**src/rtl/alu_pkg.sv**
```systemverilog
// rtl/alu_pkg.sv - shared widths and opcode encodings for the alu slice
// Purpose: DATA_W/OP_W widths and the OP_* opcode constants used by alu_core and alu.
// Ports:   none (package).
package alu_pkg;

    localparam int DATA_W = 4;
    localparam int OP_W   = 3;

    localparam logic [OP_W-1:0] OP_ADD = 3'b000;
    localparam logic [OP_W-1:0] OP_SUB = 3'b001;
    localparam logic [OP_W-1:0] OP_AND = 3'b010;
    localparam logic [OP_W-1:0] OP_OR  = 3'b011;
    localparam logic [OP_W-1:0] OP_XOR = 3'b100;
    localparam logic [OP_W-1:0] OP_SLT = 3'b101;
    localparam logic [OP_W-1:0] OP_SLL = 3'b110;
    localparam logic [OP_W-1:0] OP_SRL = 3'b111;

endpackage

```
**src/rtl/alu_core.sv**
```systemverilog
// rtl/alu_core.sv - combinational 4-bit alu datapath
// Purpose: computes result, signed-overflow and zero flags for one operation.
// Ports:   opcode   in  3  operation select
//          src_a    in  4  operand A (two's complement for ADD/SUB/SLT)
//          src_b    in  4  operand B (two's complement for ADD/SUB/SLT)
//          result   out 4  operation result
//          overflow out 1  signed overflow (ADD/SUB only)
//          zero     out 1  result == 0
module alu_core
    import alu_pkg::*;
(
    input  logic [OP_W-1:0]   opcode,
    input  logic [DATA_W-1:0] src_a,
    input  logic [DATA_W-1:0] src_b,
    output logic [DATA_W-1:0] result,
    output logic              overflow,
    output logic              zero
);

    logic [DATA_W-1:0] w_sum;
    logic [DATA_W-1:0] w_diff;
    logic [1:0]        w_shamt;
    logic              w_lt;

    assign w_sum   = src_a + src_b;
    assign w_diff  = src_a - src_b;
    // Only the low two bits of B select the shift distance.
    assign w_shamt = src_b[1:0];
    assign w_lt    = $signed(src_a) < $signed(src_b);

    always_comb begin
        result   = '0;
        overflow = 1'b0;
        case (opcode)
            OP_ADD: begin
                result   = w_sum;
                // Same-sign operands producing a different-sign result.
                overflow = (src_a[DATA_W-1] == src_b[DATA_W-1]) &&
                           (w_sum[DATA_W-1] != src_a[DATA_W-1]);
            end
            OP_SUB: begin
                result   = w_diff;
                // Opposite-sign operands where the result loses A's sign.
                overflow = (src_a[DATA_W-1] != src_b[DATA_W-1]) &&
                           (w_diff[DATA_W-1] != src_a[DATA_W-1]);
            end
            OP_AND:  result = src_a & src_b;
            OP_OR:   result = src_a | src_b;
            OP_XOR:  result = src_a ^ src_b;
            OP_SLT:  result = {{(DATA_W-1){1'b0}}, w_lt};
            OP_SLL:  result = src_a << w_shamt;
            OP_SRL:  result = src_a >> w_shamt;
            default: result = '0;
        endcase
    end

    assign zero = (result == '0);

endmodule

```
**src/rtl/alu.sv**
```systemverilog
// rtl/alu.sv - registered 4-bit alu, one operation per cycle
// Purpose: wraps alu_core and registers result and flags; one-cycle latency.
// Ports:   clk      in  1  rising-edge clock
//          reset    in  1  asynchronous active-high, clears all outputs
//          opcode   in  3  operation select
//          src_a    in  4  operand A
//          src_b    in  4  operand B
//          alu_out  out 4  registered result
//          overflow out 1  registered signed-overflow flag
//          zero     out 1  registered zero flag
module alu
    import alu_pkg::*;
(
    input  logic              clk,
    input  logic              reset,
    input  logic [OP_W-1:0]   opcode,
    input  logic [DATA_W-1:0] src_a,
    input  logic [DATA_W-1:0] src_b,
    output logic [DATA_W-1:0] alu_out,
    output logic              overflow,
    output logic              zero
);

    logic [DATA_W-1:0] w_result;
    logic              w_overflow;
    logic              w_zero;

    logic [DATA_W-1:0] r_alu_out;
    logic              r_overflow;
    logic              r_zero;

    alu_core u_core (
        .opcode   (opcode),
        .src_a    (src_a),
        .src_b    (src_b),
        .result   (w_result),
        .overflow (w_overflow),
        .zero     (w_zero)
    );

    // Reset value of zero is 0 even though alu_out is 0000: the flag only
    // describes a computed result, not the cleared state.
    always_ff @(posedge clk or posedge reset) begin
        if (reset) begin
            r_alu_out  <= '0;
            r_overflow <= 1'b0;
            r_zero     <= 1'b0;
        end else begin
            r_alu_out  <= w_result;
            r_overflow <= w_overflow;
            r_zero     <= w_zero;
        end
    end

    assign alu_out  = r_alu_out;
    assign overflow = r_overflow;
    assign zero     = r_zero;

endmodule

```
**config.mk**
```make
export PLATFORM = sky130hd
export DESIGN_NAME = alu
export DESIGN_NICKNAME = d
export VERILOG_FILES = /design/src/rtl/alu_pkg.sv /design/src/rtl/alu_core.sv /design/src/rtl/alu.sv
export SDC_FILE = /design/constraint.sdc
export NUM_CORES = 1
export LEC_CHECK = 0
export CAP_MARGIN = 25
export CORE_UTILIZATION = 54
export DETAILED_ROUTE_END_ITERATION = 10
export HOLD_SLACK_MARGIN = 0.03
export PLACE_DENSITY = 0.95
export SLEW_MARGIN = 20
export SYNTH_ARGS = -nofsm -noshare
export SYNTH_HDL_FRONTEND = slang
export SYNTH_HIERARCHICAL = 1
export SYNTH_SLANG_ARGS = --single-unit
```
**constraint.sdc**
```tcl
create_clock -name clk -period 1.5 [get_ports clk]
set_clock_uncertainty 0.2 [all_clocks]
set_input_delay 0.225 -clock clk [delete_from_list [all_inputs] [get_ports clk]]
set_output_delay 0.225 -clock clk [all_outputs]
set_load 0.1 [all_outputs]
```
==> summary.md, run 1 <==
| Metric | Value |
|---|---|
| Outcome | stopped before the end |
| Halt Stage | clock tree synthesis (4_1_cts) |
| First error | [ERROR DPL-0038] Utilization greater than 100%, impossible to legalize |
| CTS root buffer | clkbuf_4 |
| PostCTS Resize Cnt | 68 |
| Mapped cell area | 922 um2 |
| Buffers on Ports | 18 |
| Sequential area share after synthesis | 16.3% |
| Die width | 43.3 um |
| Average cell area after synthesis | 8.23 um2 |
| Yosys top cell area share | 17.6% |
| # clock sinks | 6 |
| Synth Warn # | 6 |
| CTS max path bufs | 2 |
| DP HPWL | 2790 um |
| Rows | 14 |
| Ports | 19 |
| Clock buffer count from CTS | 3 |
| Cts hold-fix bufs | 1 |
| Area contributors post-synth | ha_1 (18%), dfrtp_1 (16%), a21oi_1 (8.1%) |
| Post-CTS setup buffer count | 6 |
| Yosys top cell by area | ha_1 |
| Syn Nets | 140 |
| Die Y | 43.3 um |
| Synth Instances | 112 |
| Synth Register Bits | 6 |
| Routability cong. | 0.963 |
| Htree depth | 1 |
| Initial Util | 59.1% |
| Post-synthesis cell type count | 38 |
[cells in the mapped netlist]
cell	instances
inv_1	14
a21oi_1	15
o21bai_1	2
buf_2	2
nand2_1	7
o211ai_1	1
or3_1	2
o22ai_1	2
buf_6	1
mux4_2	1
buf_4	1
clkbuf_2	1
nand3b_1	1
a2bb2oi_2	1
nor4_2	1
o21ai_0	3
o2bb2ai_1	1
fa_1	2
a211oi_1	2
ha_1	13
nor2_1	6
clkbuf_1	1
nor3_1	6
o221ai_1	1
dfrtp_1	6
nand2b_1	1
xnor2_1	3
a21o_1	1
a21o_2	1
mux2i_1	4
a41oi_2	1
and2_4	1
nor3_2	1
nand2b_4	1
nand3_1	1
nor2b_1	1
a31oi_1	1
a2bb2oi_1	2
[cells by family after synthesis]
family | synth area share [%]
AO/OA/AOI/OAI | 24.8
XOR/XNOR | 2.85
adder cells (fa/ha/maj) | 22.0
buffers and inverters | 9.77
flip-flops | 16.3
multiplexers | 6.78
AND/OR/NAND/NOR | 17.5
[metrics by stage]
step / area (um2) / worst slack (ns) / setup TNS, ns / hold slack, ns / instances
global placement: 1440 / -0.978 / -4.78 / 0.245 / 170
detailed placement: 1440 / -1.10 / -5.41 / 0.263 / 170
floorplan: 1020 / -0.345 / -0.803 / -0.184 / 112
==> run 2: changes to the inputs <==
- CORE_AREA: not set -> 2 2 63 65
- CORE_UTILIZATION: 54 -> not set
- DIE_AREA: not set -> 0 0 65 67
- HOLD_SLACK_MARGIN: 0.03 -> not set
- PLACE_DENSITY: 0.95 -> not set
- PLACE_DENSITY_LB_ADDON: not set -> 0.15
==> run 2 against run 1 <==
The flow now finishes, with violations (negative setup slack). Area after synthesis is the same. Synthesized cell count is the same.
==> summary.md, run 2 <==
| Metric | Value |
|---|---|
| Critical path required time | 1.43 ns |
| Max Cap Viol | 0 |
| Routed length per instance | 14.3 um |
| Area contributors post-synth | ha_1 (18%), dfrtp_1 (16%), a21oi_1 (8.1%) |
| Number of nets still failing antenna checks after routing | 0 |
| Diode count | 0 |
| Routability cong. | 0.857 (-11%) |
| Clock buffer count from CTS | 3 (unchanged) |
| Crit path capture type | flop |
| Synth-to-Final Area Change | 100% |
| Drt drc | 0 |
| Sequential area share after synthesis | 16.3% (unchanged) |
| Commonest non-fill, non-tap cell in the layout | buf_4 |
| Combinational Power Share | 62.7% |
| CP Launch Type | input port |
| LEAKAGE | 0.801 nW |
| Rel. slew slack | 73.9% |
| Rows | 22 (+8) |
| Outcome | finished with violations |
| # fillers | 325 |
| Average cell area after synthesis | 8.23 um2 (unchanged) |
| DIE AREA | 4360 um2 |
| CTS tree | built |
| Critical Setup Path Class | in2reg |
| Final setup fails | 6 |
| Cell with the most instances after synthesis | a21oi_1 |
| Post-layout util | 51.2% |
| Mapped cell area | 922 um2 (unchanged) |
| P per Cell Area | 625 nW/um2 |
| Ys async rst share | 100% (unchanged) |
| 1st-iter DRT viols | 43 |
| Clock power share | 20.1% |
| Post-synthesis cell type count | 38 (unchanged) |
| Final net count | 199 |
| FF+latch area | 150 um2 |
| Minimum clock period | 1.77 ns |
| IR drop worst, VDD | 0.241 mV |
| Synth Warn # | 6 (unchanged) |
| Yosys top cell area share | 17.6% (unchanged) |
| Htree depth | 1 (unchanged) |
| Largest net degree at the start of global routing | 10 |
| Violated checks | negative setup slack |
| Number of global-route vias before repair | 1119 |
| Die width | 65 um (+50%) |
| Buffers on Ports | 18 (unchanged) |
| Ratio of cells with drive above 1 in the final layout | 62.7% |
| Area of the multi-input gates | 900 um2 |
| Post-synth EDFFs | 0 (unchanged) |
| Crit-path max FO | 3 |
| Initial antenna violation count | 0 |
| Ports | 19 (unchanged) |
| Detailed Route WL | 3100 um |
| Tightest Pin Transition | 0.390 ns |
| Syn Nets | 140 (unchanged) |
| Pint | 0.000692 W |
| Initial Util | 25.6% (-34 points) |
| CTS max path bufs | 2 (unchanged) |
| # clock sinks | 6 (unchanged) |
| NetSw | 0.000463 W |
| Final Worst Setup Slack | -0.272 ns |
| Global-route wire length before repair | 5000 um |
| CTS root buffer | clkbuf_8 |
| Fmax | 564 MHz |
| Max FFs per register | 4 |
| Yosys top cell by area | ha_1 |
| CP startpoint | src_a[0] |
| Final Cycle Share | 118% |
| DP HPWL | 2240 um (-19%) |
| GRT Total Usage | 15.1% |
| Reg clk slew, reported paths | 0.03 ns |
| Synth Instances | 112 (unchanged) |
| TNS Setup | -0.768 ns |
| RSZ-0062 raised after global routing | true |
| Final hold vios | 0 |
| Drt pass-1 iters | 4 |
| Crit path DAT | 1.70 ns |
| Die Y | 67 um (+55%) |
| Hold crit path type | in2async |
| Via density | 4.86 |
| Switching share of power | 40.1% |
| Cts hold-fix bufs | 0 (-1) |
| Dominant synthesized flop cell | dfrtp_1 |
| Routed via count | 1054 |
| Core region area | 3610 um2 |
| Synth Register Bits | 6 (unchanged) |
| Max-slew violations | 0 |
| Part of the power in registers | 17.1% |
| Synth top cells by count | a21oi_1 (15), inv_1 (14), ha_1 (13) |
| Overflow after GRT | 0 |
| Most frequent cells in the layout | buf_4 (32), buf_6 (11), buf_12 (9) |
run 2: cell counts after synthesis:
Identical to the previous run, type by type.
run 2: area by class of cell:
type                       instances  area share, %
inverter                          14           4.40
tap                               48           3.25
clock buffer                       3           2.24
timing repair buffer              60           33.3
sequential                         6           8.13
multi-input combinational         86           48.7
run 2: cell families (layout without fill, tap and decap cells):
group	after synthesis	in the layout	share of synthesized area [%]
multiplexers	5	5	6.78
buffers and inverters	20	77	9.77
AND/OR/NAND/NOR	29	29	17.5
adder cells (fa/ha/maj)	15	15	22.0
flip-flops	6	6	16.3
AO/OA/AOI/OAI	34	34	24.8
XOR/XNOR	3	3	2.85
run 2: worst max-delay path, cell delays in order:
cell       delay (ns)
buf_12           0.09
inv_12           0.03
ha_4             0.15
fa_2             0.39
a21oi_2          0.18
a2bb2oi_2        0.15
a21oi_2          0.07
a2bb2oi_2        0.15
nor4_4           0.26
run 2: power groups by stage:
stage / logic [W] / clock network (W) / registers (W)
2_1_floorplan: 0.000226 / 0 / 0.000333
3_3_place_gp: 0.000617 / 0 / 0.000201
3_5_place_dp: 0.000617 / 0 / 0.000200
4_1_cts: 0.000642 / 0.000240 / 0.000198
5_1_grt: 0.000770 / 0.000251 / 0.000200
6_report: 0.000724 / 0.000232 / 0.000198
run 2: what timing repair did:
item	CTS	global route
gates cloned	0	0
endpoints found under the hold margin	0	0
pin swaps	13	24
setup buffers	4	5
gates resized for setup	39	59
endpoints found under the setup margin	6	6
run 2: metrics by stage:
stage | total power [W] | setup slack [ns] | cell area (um2) | instances | hold slack, ns
6_report | 0.00115 | -0.272 | 1850 | 217 | 0.0293
5_1_grt | 0.00122 | -0.356 | 1850 | 217 | 0.0723
4_1_cts | 0.00108 | -0.345 | 1670 | 215 | 0.0338
3_5_place_dp | 0.000817 | -1.01 | 1540 | 208 | 0.259
3_3_place_gp | 0.000817 | -0.985 | 1540 | 208 | 0.253
2_1_floorplan | 0.000560 | -0.345 | 1020 | 112 | -0.184
run 2: worst paths after layout:
kind,to,cells past startpoint
setup / recovery,zero,9
hold / removal,alu_out[3],2
max in group asynchronous,alu_out[0],2
min in group clk,alu_out[1],3
run 2: metal layers:
metal	share of wire, %	vias to the layer above	global-route usage (%)
met5	0	-	0
met1	40	501	17.6
met4	2.0	0	7.18
li1	-	509	-
met3	6.2	6	2.20
met2	51	38	26.9
Note: power is estimated with default switching activity, not from simulation.
